$ cat src/rtl/morra_match_driver_if.sv
// Host/game-FSM signal bundle for the Morra match driver.
interface morra_match_driver_if #(
    parameter int unsigned CNT_W = 8
);
    logic             cfg_valid;
    logic             cfg_ready;
    logic [3:0]       cfg_rounds;
    logic             abort;
    logic [1:0]       P1;
    logic [1:0]       P2;
    logic             START;
    logic [1:0]       ROUND;
    logic [1:0]       GAME;
    logic             match_done;
    logic [1:0]       match_result;
    logic [3:0]       rounds_played;
    logic [CNT_W-1:0] p1_wins;
    logic [CNT_W-1:0] p2_wins;
    logic [CNT_W-1:0] ties;
    logic             err;

    modport master (
        input  cfg_valid, cfg_rounds, abort, ROUND, GAME,
        output cfg_ready, P1, P2, START, match_done, match_result,
               rounds_played, p1_wins, p2_wins, ties, err
    );

    modport slave (
        output cfg_valid, cfg_rounds, abort, ROUND, GAME,
        input  cfg_ready, P1, P2, START, match_done, match_result,
               rounds_played, p1_wins, p2_wins, ties, err
    );
endinterface

$ cat src/rtl/morra_match_driver.sv
// Self-playing stimulus source for the Morra game FSM: configures a match,
// plays LFSR-generated legal moves and accumulates match statistics.
module morra_match_driver #(
    parameter logic [7:0]  SEED1 = 8'hA5,
    parameter logic [7:0]  SEED2 = 8'h3C,
    parameter int unsigned CNT_W = 8
) (
    input logic                  clk,
    input logic                  rst_n,
    morra_match_driver_if.master bus
);
    localparam int unsigned LFSR_W = 8;
    localparam int unsigned RP_W   = 5;
    localparam logic [LFSR_W-1:0] TAPS      = 8'hB8;
    localparam logic [LFSR_W-1:0] SEED1_EFF = (SEED1 == 8'h00) ? 8'h01 : SEED1;
    localparam logic [LFSR_W-1:0] SEED2_EFF = (SEED2 == 8'h00) ? 8'h01 : SEED2;

    typedef enum logic [2:0] {
        IDLE  = 3'd0,
        SETUP = 3'd1,
        GAP   = 3'd2,
        PLAY  = 3'd3,
        EVAL  = 3'd4,
        DONE  = 3'd5
    } state_e;

    function automatic logic [LFSR_W-1:0] lfsr_next(input logic [LFSR_W-1:0] l);
        return {1'b0, l[LFSR_W-1:1]} ^ (l[0] ? TAPS : '0);
    endfunction

    function automatic logic [1:0] rotate(input logic [1:0] m);
        case (m)
            2'b01:   return 2'b10;
            2'b10:   return 2'b11;
            default: return 2'b01;
        endcase
    endfunction

    // A winner may not repeat the move that just won.
    function automatic logic [1:0] legal_move(input logic [LFSR_W-1:0] l,
                                              input logic won, input logic [1:0] last);
        logic [1:0] raw;
        raw = (l[1:0] == 2'b00) ? 2'b01 : l[1:0];
        return (won && raw == last) ? rotate(raw) : raw;
    endfunction

    function automatic logic [CNT_W-1:0] sat_inc(input logic [CNT_W-1:0] v);
        return (v == '1) ? v : v + CNT_W'(1);
    endfunction

    state_e            state_q, state_d;
    logic [3:0]        cfg_q, cfg_d;
    logic [RP_W-1:0]   rp_q, rp_d;
    logic [3:0]        rp_out_q, rp_out_d;
    logic              err_q, err_d;
    logic [LFSR_W-1:0] lfsr1_q, lfsr1_d, lfsr2_q, lfsr2_d;
    logic [1:0]        mv1_q, mv1_d, mv2_q, mv2_d;
    logic [1:0]        last1_q, last1_d, last2_q, last2_d;
    logic              won1_q, won1_d, won2_q, won2_d;
    logic [1:0]        p1_q, p1_d, p2_q, p2_d;
    logic              start_q, start_d;
    logic              cfg_ready_q, cfg_ready_d;
    logic              done_q, done_d;
    logic [1:0]        result_q, result_d;
    logic [CNT_W-1:0]  w1_q, w1_d, w2_q, w2_d, tie_q, tie_d;

    logic [RP_W-1:0]   rp_inc;
    logic [RP_W-1:0]   limit;
    logic [1:0]        m1, m2;

    always_comb begin
        state_d   = state_q;
        cfg_d     = cfg_q;
        rp_d      = rp_q;
        err_d     = err_q;
        lfsr1_d   = lfsr1_q;
        lfsr2_d   = lfsr2_q;
        mv1_d     = mv1_q;
        mv2_d     = mv2_q;
        last1_d   = last1_q;
        last2_d   = last2_q;
        won1_d    = won1_q;
        won2_d    = won2_q;
        p1_d      = 2'b00;
        p2_d      = 2'b00;
        start_d   = 1'b0;
        done_d    = 1'b0;
        result_d  = result_q;
        w1_d      = w1_q;
        w2_d      = w2_q;
        tie_d     = tie_q;
        m1        = 2'b00;
        m2        = 2'b00;
        rp_inc    = rp_q + RP_W'(bus.ROUND != 2'b00);
        limit     = RP_W'(4) + RP_W'(cfg_q);

        if (bus.abort && state_q != IDLE) begin
            state_d = IDLE;
        end else begin
            case (state_q)
                IDLE: begin
                    if (bus.cfg_valid && cfg_ready_q) begin
                        cfg_d   = bus.cfg_rounds;
                        rp_d    = '0;
                        err_d   = 1'b0;
                        state_d = SETUP;
                    end
                end
                SETUP: begin
                    won1_d  = 1'b0;
                    won2_d  = 1'b0;
                    state_d = GAP;
                end
                GAP:  state_d = PLAY;
                PLAY: state_d = EVAL;
                EVAL: begin
                    if (bus.ROUND != 2'b00) begin
                        rp_d    = rp_inc;
                        last1_d = mv1_q;
                        last2_d = mv2_q;
                        won1_d  = (bus.ROUND == 2'b01);
                        won2_d  = (bus.ROUND == 2'b10);
                    end
                    if (bus.GAME != 2'b00) begin
                        state_d  = DONE;
                        done_d   = 1'b1;
                        result_d = bus.GAME;
                        case (bus.GAME)
                            2'b01:   w1_d  = sat_inc(w1_q);
                            2'b10:   w2_d  = sat_inc(w2_q);
                            default: tie_d = sat_inc(tie_q);
                        endcase
                    end else if (rp_d == limit) begin
                        err_d   = 1'b1;
                        state_d = IDLE;
                    end else begin
                        state_d = PLAY;
                    end
                end
                DONE:    state_d = IDLE;
                default: state_d = IDLE;
            endcase
        end

        // Pin values are registered, so they are derived from the next state.
        cfg_ready_d = (state_d == IDLE);
        if (state_d == SETUP) begin
            start_d = 1'b1;
            p1_d    = cfg_d[3:2];
            p2_d    = cfg_d[1:0];
        end
        if (state_d == PLAY) begin
            m1      = legal_move(lfsr1_q, won1_d, last1_d);
            m2      = legal_move(lfsr2_q, won2_d, last2_d);
            p1_d    = m1;
            p2_d    = m2;
            mv1_d   = m1;
            mv2_d   = m2;
            lfsr1_d = lfsr_next(lfsr1_q);
            lfsr2_d = lfsr_next(lfsr2_q);
        end
        rp_out_d = (rp_d > RP_W'(15)) ? 4'hF : rp_d[3:0];
    end

    always_ff @(posedge clk or negedge rst_n) begin
        if (!rst_n) begin
            state_q     <= IDLE;
            cfg_q       <= '0;
            rp_q        <= '0;
            rp_out_q    <= '0;
            err_q       <= 1'b0;
            lfsr1_q     <= SEED1_EFF;
            lfsr2_q     <= SEED2_EFF;
            mv1_q       <= 2'b00;
            mv2_q       <= 2'b00;
            last1_q     <= 2'b00;
            last2_q     <= 2'b00;
            won1_q      <= 1'b0;
            won2_q      <= 1'b0;
            p1_q        <= 2'b00;
            p2_q        <= 2'b00;
            start_q     <= 1'b0;
            cfg_ready_q <= 1'b1;
            done_q      <= 1'b0;
            result_q    <= 2'b00;
            w1_q        <= '0;
            w2_q        <= '0;
            tie_q       <= '0;
        end else begin
            state_q     <= state_d;
            cfg_q       <= cfg_d;
            rp_q        <= rp_d;
            rp_out_q    <= rp_out_d;
            err_q       <= err_d;
            lfsr1_q     <= lfsr1_d;
            lfsr2_q     <= lfsr2_d;
            mv1_q       <= mv1_d;
            mv2_q       <= mv2_d;
            last1_q     <= last1_d;
            last2_q     <= last2_d;
            won1_q      <= won1_d;
            won2_q      <= won2_d;
            p1_q        <= p1_d;
            p2_q        <= p2_d;
            start_q     <= start_d;
            cfg_ready_q <= cfg_ready_d;
            done_q      <= done_d;
            result_q    <= result_d;
            w1_q        <= w1_d;
            w2_q        <= w2_d;
            tie_q       <= tie_d;
        end
    end

    assign bus.cfg_ready     = cfg_ready_q;
    assign bus.P1            = p1_q;
    assign bus.P2            = p2_q;
    assign bus.START         = start_q;
    assign bus.match_done    = done_q;
    assign bus.match_result  = result_q;
    assign bus.rounds_played = rp_out_q;
    assign bus.p1_wins       = w1_q;
    assign bus.p2_wins       = w2_q;
    assign bus.ties          = tie_q;
    assign bus.err           = err_q;
endmodule

$ cat src/flat_wrapper.sv
// flat-port wrapper written by rule: the top's interface ports become plain ports
module morra_match_driver_flat 
#(
    parameter logic [7:0]  SEED1 = 8'hA5,
    parameter logic [7:0]  SEED2 = 8'h3C,
    parameter int unsigned CNT_W = 8
)
  (clk, rst_n, bus_cfg_valid, bus_cfg_rounds, bus_abort, bus_ROUND, bus_GAME, bus_cfg_ready, bus_P1, bus_P2, bus_START, bus_match_done, bus_match_result, bus_rounds_played, bus_p1_wins, bus_p2_wins, bus_ties, bus_err);
  morra_match_driver_if #(.CNT_W(CNT_W)) bus_i ();
  input logic clk;
  input logic rst_n;
  input wire logic [$bits(bus_i.cfg_valid)-1:0] bus_cfg_valid;
  input wire logic [$bits(bus_i.cfg_rounds)-1:0] bus_cfg_rounds;
  input wire logic [$bits(bus_i.abort)-1:0] bus_abort;
  input wire logic [$bits(bus_i.ROUND)-1:0] bus_ROUND;
  input wire logic [$bits(bus_i.GAME)-1:0] bus_GAME;
  output wire logic [$bits(bus_i.cfg_ready)-1:0] bus_cfg_ready;
  output wire logic [$bits(bus_i.P1)-1:0] bus_P1;
  output wire logic [$bits(bus_i.P2)-1:0] bus_P2;
  output wire logic [$bits(bus_i.START)-1:0] bus_START;
  output wire logic [$bits(bus_i.match_done)-1:0] bus_match_done;
  output wire logic [$bits(bus_i.match_result)-1:0] bus_match_result;
  output wire logic [$bits(bus_i.rounds_played)-1:0] bus_rounds_played;
  output wire logic [$bits(bus_i.p1_wins)-1:0] bus_p1_wins;
  output wire logic [$bits(bus_i.p2_wins)-1:0] bus_p2_wins;
  output wire logic [$bits(bus_i.ties)-1:0] bus_ties;
  output wire logic [$bits(bus_i.err)-1:0] bus_err;
  assign bus_i.cfg_valid = bus_cfg_valid;
  assign bus_i.cfg_rounds = bus_cfg_rounds;
  assign bus_i.abort = bus_abort;
  assign bus_i.ROUND = bus_ROUND;
  assign bus_i.GAME = bus_GAME;
  assign bus_cfg_ready = bus_i.cfg_ready;
  assign bus_P1 = bus_i.P1;
  assign bus_P2 = bus_i.P2;
  assign bus_START = bus_i.START;
  assign bus_match_done = bus_i.match_done;
  assign bus_match_result = bus_i.match_result;
  assign bus_rounds_played = bus_i.rounds_played;
  assign bus_p1_wins = bus_i.p1_wins;
  assign bus_p2_wins = bus_i.p2_wins;
  assign bus_ties = bus_i.ties;
  assign bus_err = bus_i.err;
  morra_match_driver #(.SEED1(SEED1), .SEED2(SEED2), .CNT_W(CNT_W)) u_core (.clk(clk), .rst_n(rst_n), .bus(bus_i));
endmodule
$ cat config.mk
export PLATFORM = sky130hd
export DESIGN_NAME = morra_match_driver_flat
export DESIGN_NICKNAME = d
export VERILOG_FILES = /design/src/rtl/morra_match_driver_if.sv /design/src/rtl/morra_match_driver.sv /design/src/flat_wrapper.sv
export SDC_FILE = /design/constraint.sdc
export NUM_CORES = 1
export LEC_CHECK = 0
export CORE_ASPECT_RATIO = 2
export CORE_MARGIN = 3
export CORE_UTILIZATION = 45
export DETAILED_ROUTE_END_ITERATION = 16
export PLACE_DENSITY = 0.68
export SKIP_CTS_REPAIR_TIMING = 1
export SLEW_MARGIN = 20
export SYNTH_ARGS = -nofsm -noshare
export SYNTH_HDL_FRONTEND = slang
export SYNTH_SLANG_ARGS = --single-unit
$ cat constraint.sdc
create_clock -name clk -period 5.4 [get_ports clk]
set_input_delay 1.08 -clock clk [delete_from_list [all_inputs] [get_ports clk]]
set_output_delay 1.08 -clock clk [all_outputs]
set_load 0.02 [all_outputs]
After elaboration in Yosys (flattened, before gate mapping)
Index checks and enable logic that the tools add are counted.
- reduce and logical (&&, ||, !) cells: 18
- multiplexer cells: 47
- order comparisons: 1
- equal/unequal tests: 23
- $add $sub $neg: 5
- bitwise logic cells: 7
- operators with widths (operator ; number):
    $mux 2 ; 15
    $mux 5 ; 5
    $add 8x1->8 const B ; 3
    $eq 8x8->1 const B ; 3
    $reduce_and 5->1 ; 4
    $mux 4 ; 4
    $mux 8 ; 2
    $xor 7x8->8 ; 2
    $pmux 3 s5 ; 1
    $mux 1 ; 11
    $pmux 5 s2 ; 1
    $eq 3x2->1 const B ; 3
    $mux 3 ; 3
    $eq 2x1->1 const B ; 4
    $eq 2x2->1 const B ; 4
    $pmux 2 s2 ; 2
    $eq 3x1->1 const B ; 2
    $logic_not 3->1 ; 2
    $pmux 1 s2 ; 3
    $reduce_bool 2->1 ; 3
    $add 3x4->5 const A ; 1
    $add 5x1->5 ; 1
    $eq 5x5->1 ; 1
    $gt 5x4->1 const B ; 1
    10 further kinds ; 20
- bits of input ports: 12
- flip-flop bits (word level): 76
- word-level logic and storage cells: 123

Logic depth before layout (Yosys ltp)
- word-level depth: 13
- depth in mapped cells: 11
- depth with buffers taken out: 10

Worst setup path after synthesis
No wires, ideal clock.
- path kind: input -> register
- from: in bus_ROUND[0]
- to: reg u_core.lfsr2_q[0]
- required time: 5.275 ns
- setup time: 0.125 ns
- slack: 1.665 ns
- path buffers: 1
- arrival time: 3.610 ns
- stages: 11
- path through: nor2_1 > inv_1 > ha_1 > ha_1 > o21a_1 > or3_1 > a31o_1 > a2111oi_4 > a21o_2 > buf_4 > mux2_2
- word-level cells in the longest chain between the ends: 11
- ends and longest elaborated chain (what ; RTL line ; source):
    start: declaration ; flat_wrapper.sv:15 ; input wire logic [$bits(bus_i.ROUND)-1:0] bus_ROUND;
    $reduce_bool 2->1 * ; morra_match_driver.sv:94, morra_match_driver.sv:117 ;
    $add 5x1->5 ; morra_match_driver.sv:94 ; rp_inc = rp_q + RP_W'(bus.ROUND != 2'b00);
    $mux 5 * ; morra_match_driver.sv:117 ; if (bus.ROUND != 2'b00) begin
    $mux 5 * ; morra_match_driver.sv:100 ; case (state_q)
    $mux 5 * ; morra_match_driver.sv:97 ; if (bus.abort && state_q != IDLE) begin
    $eq 5x5->1 * ; morra_match_driver.sv:133 ; end else if (rp_d == limit) begin
    $mux 2 * ; morra_match_driver.sv:133 ;
    $mux 3 * ; morra_match_driver.sv:124 ; if (bus.GAME != 2'b00) begin
    $pmux 3 s5 * ; morra_match_driver.sv:100 ;
    $mux 3 * ; morra_match_driver.sv:97 ;
    $eq 3x2->1 * ; morra_match_driver.sv:152 ; if (state_d == PLAY) begin
    end signal: assignment ; morra_match_driver.sv:196 ; lfsr2_q <= lfsr2_d;
    end: declaration ; morra_match_driver.sv:56 ; logic [LFSR_W-1:0] lfsr1_q, lfsr1_d, lfsr2_q, lfsr2_d;
Mark *: on every way between the ends. The rest lies on a longest branch, timed or not. The select of a mux whose other input is x is not followed.
A chain may end at the register's enable or synchronous reset.

Final worst setup path
Same ends and word-level chain as after synthesis.

==> flow_summary.yaml <==
power:
  power_frac_clock_pct: 36.3
  p_sw_mw: 0.5376
  vdd_drop_max_v: 0.0002326
  pwr-share-comb_pct: 24.2
  power.internal_mw: 1.274
  swShare_pct: 29.68
  leakage_nw: 2.114
  power_density_nw_per_um2: 402.8
  pwr-share-seq_pct: 39.5
synthesis:
  yosysWarnings: 0
  synthTopCellsByCount: "67 x dfrtp_1, 22 x nor2_1, 21 x mux2_2, 19 x inv_1, 19 x xor2_1"
  synth_compound_area_share_pct: 10.52
  synth_top_family_by_area: "multiplexers"
  async_reset_ff_share_pct: 100.0
  seq_area_frac_synth_pct: 53.11
  synth_adder_area_share_pct: 3.126
  synth-main-ff-cell: "dfrtp_1"
  syn_nets: 327
  synth-edff-count: 0
  syn_area_per_cell_um2: 11.77
  synth.ff_latch_count: 76
  yosys.area_share.simple_pct: 10.73
  yosysMostFrequentCell: "dfrtp_1"
  syn_area_um2: 3602
  synth_xor_xnor_area_share_pct: 8.267
  yosysTopAreaCell: "dfrtp_1"
  syn_inst: 306
  yosys.area.top_type_share_pct: 46.54
  synth_mux_area_share_pct: 10.73
  netlist_top_cells_area: "dfrtp_1 47%, dfstp_2 6.6%, mux2_2 6.6%, xor2_1 4.6%, xnor2_1 3.6%"
  yosysUniqueCellTypes: 48
placed_design:
  dp_hpwl_um: 5478
  port_buffers: 49
  place.gp.congestion: 0.8000
drt:
  routed_wl_um: 7492
  wl_per_cell_um: 16.47
  ant_nets: 0
  drtIter0Drc: 118
  drc: 0
  dr.pass1.iters: 6
  vias_per_cell: 5.371
  vias: 2444
clock_network:
  cts_buffers: 9
  cts_buffer_depth: 2
  root_buffer: "clkbuf_16"
  clk_latency_ns: 0.33
  clkSinkCount: 76
  clk_pin_slew_ns: 0.06
  htreeDepth: 3
  cts_tree: "done"
final_layout:
  n_antenna_cell: 0
  nFillCells: 656
  drive_gt1_share_pct: 17.73
  synthToLayoutAreaGrowth_pct: 24.83
  fin_nets: 377
global_route:
  grt_max_degree: 77
  grtUsageTotal_pct: 17.34
  antenna_found_initial: 0
  first_global_vias: 2595
  grt_pass1_wl_um: 12430
  grt-ovfl-total: 0
floorplan:
  num_rows: 45
  initial_utilization_pct: 46.70
  core_area_um2: 7714
  dieWidth_um: 69.27
  pin_count: 50
  die-area_um2: 9180
  fp.dieH_um: 132.5
worst_setup_path:
  crit_arrival_ns: 4.41
  endpoint_kind: "flip-flop"
  crit_type: "in -> reg"
  path_max_fanout: 8
  startpoint_type: "input port"
  critPathRequiredTime_ns: 5.62
sta:
  slew_headroom_pct: 37.11
  hold_viol: 0
  setup_viol: 0
  min_period_ns: 4.190
  finalClockSkew_ns: 0.007112
  fin_tns_setup_ns: 0
  grt_setup_unrepaired: "no"
  max_freq_mhz: 238.7
  tightestPinTransition_ns: 0.9433
  fin_hold_ws_ns: 0.4943
  finalMaxSlewViolations: 0
  timing.final.crit_share_pct: 77.59
run_status:
  status: "complete, no violations"
min_path:
  hold_path_class: "reg -> reg"
job:
  drv_cap: 0
metrics by stage:
step / cell area [µm²] / power (mW) / utilization [%] / std cells / setup WS [ns]
final: 4497 / 1.811 / 58.30 / 455 / 1.210
after global routing: 4497 / 1.900 / 58.30 / 455 / 1.025
after CTS: 4497 / 1.830 / 58.30 / 455 / 1.202
after detailed placement: 4160 / 1.165 / 53.93 / 439 / 0.8714
after global placement: 4160 / 1.154 / 53.93 / 439 / 0.9905
after floorplan: 3602 / 1.013 / - / 306 / 1.665
cell type report:
cell class	instances	area, µm²	share of cell area, %
Multi-Input combinational cell	200	1563	34.75
Tap cell	94	117.6	2.615
Clock buffer	11	252.7	5.620
Sequential cell	76	1913	42.54
Timing Repair Buffer	50	495.5	11.02
Inverter	19	71.32	1.586
Clock inverter	5	83.83	1.864
worst paths after layout:
check / from / end / slack (ns) / cells past startpoint
setup / recovery: bus_ROUND[0] / u_core.lfsr2_q[0]$_DFFE_PN0P_ / 1.21 / 11
max in group asynchronous: rst_n / u_core.bus.match_result[0]$_DFFE_PN0P_ / 3.89 / 1
hold reg to reg: u_core.bus.ties[6]$_DFFE_PN0P_ / u_core.bus.ties[6]$_DFFE_PN0P_ / 0.49 / 1
min in group asynchronous: rst_n / u_core.bus.p1_wins[3]$_DFFE_PN0P_ / 0.89 / 1
hold / removal: u_core.bus.ties[6]$_DFFE_PN0P_ / u_core.bus.ties[6]$_DFFE_PN0P_ / 0.49 / 1
setup reg to reg: u_core.rp_q[0]$_DFF_PN0_ / u_core.lfsr2_q[0]$_DFFE_PN0P_ / 2.54 / 8
sequential cells by signal (all words and copies together) (netlist names), 3 cells and up:
register and flops:
u_core.rp_q 5, u_core.bus.p1_wins 8, u_core.bus.rounds_played 4, u_core.bus.ties 8, u_core.bus.p2_wins 8, u_core.state_q 3
u_core.lfsr1_q 8, u_core.lfsr2_q 8, u_core.cfg_q 4
critical path: stages:
cell,delay (ns)
clkdlybuf4s50_1,0.52
nor2_1,0.36
inv_1,0.11
ha_1,0.22
ha_1,0.21
o21a_1,0.15
or3_1,0.31
a31o_1,0.24
a2111oi_4,0.54
a21o_2,0.31
mux2_2,0.36
cells in the final DEF, fill, tap and decap left out, types with 3 or more instances in the layout:
| cell type | count |
|---|---|
| xnor2_1 | 15 |
| o21ai_0 | 12 |
| nor3_1 | 3 |
| o31ai_1 | 6 |
| dfrtp_1 | 67 |
| dfstp_2 | 9 |
| ha_1 | 9 |
| nand4_1 | 5 |
| mux2_2 | 21 |
| nand2_1 | 16 |
| mux2i_1 | 6 |
| mux2_4 | 6 |
| a31oi_1 | 6 |
| and3_1 | 4 |
| clkdlybuf4s50_1 | 48 |
| clkbuf_16 | 9 |
| nor2_1 | 22 |
| nand3_1 | 14 |
| inv_1 | 19 |
| xor2_1 | 19 |
cell families (layout without fill, tap and decap cells):
kind of cell	after synthesis	count (layout)
flip-flops	76	76
AO/OA/AOI/OAI	47	47
AND/OR/NAND/NOR	77	77
buffers and inverters	30	85
multiplexers	33	33
XOR/XNOR	34	34
adder cells (fa/ha/maj)	9	9
metal layers:
layer  routed length [µm]  up-vias  share of wire (%)  track usage, %
met1                 2762     1201                 37           16.82
met3                  243       10                3.2           5.323
met4                  136        0                1.8           7.065
met5                    0        -                  0               0
li1                     -     1171                  -               -
met2                 4349       62                 58           32.98
power groups by stage:
stage | logic, mW | clock network, mW | registers, mW
CTS | 0.443 | 0.670 | 0.716
global placement | 0.432 | 0 | 0.722
floorplan | 0.276 | 0 | 0.738
global route | 0.478 | 0.696 | 0.726
detailed placement | 0.441 | 0 | 0.724
finish | 0.438 | 0.657 | 0.716
No activity file was read; power rests on OpenSTA's default activity.
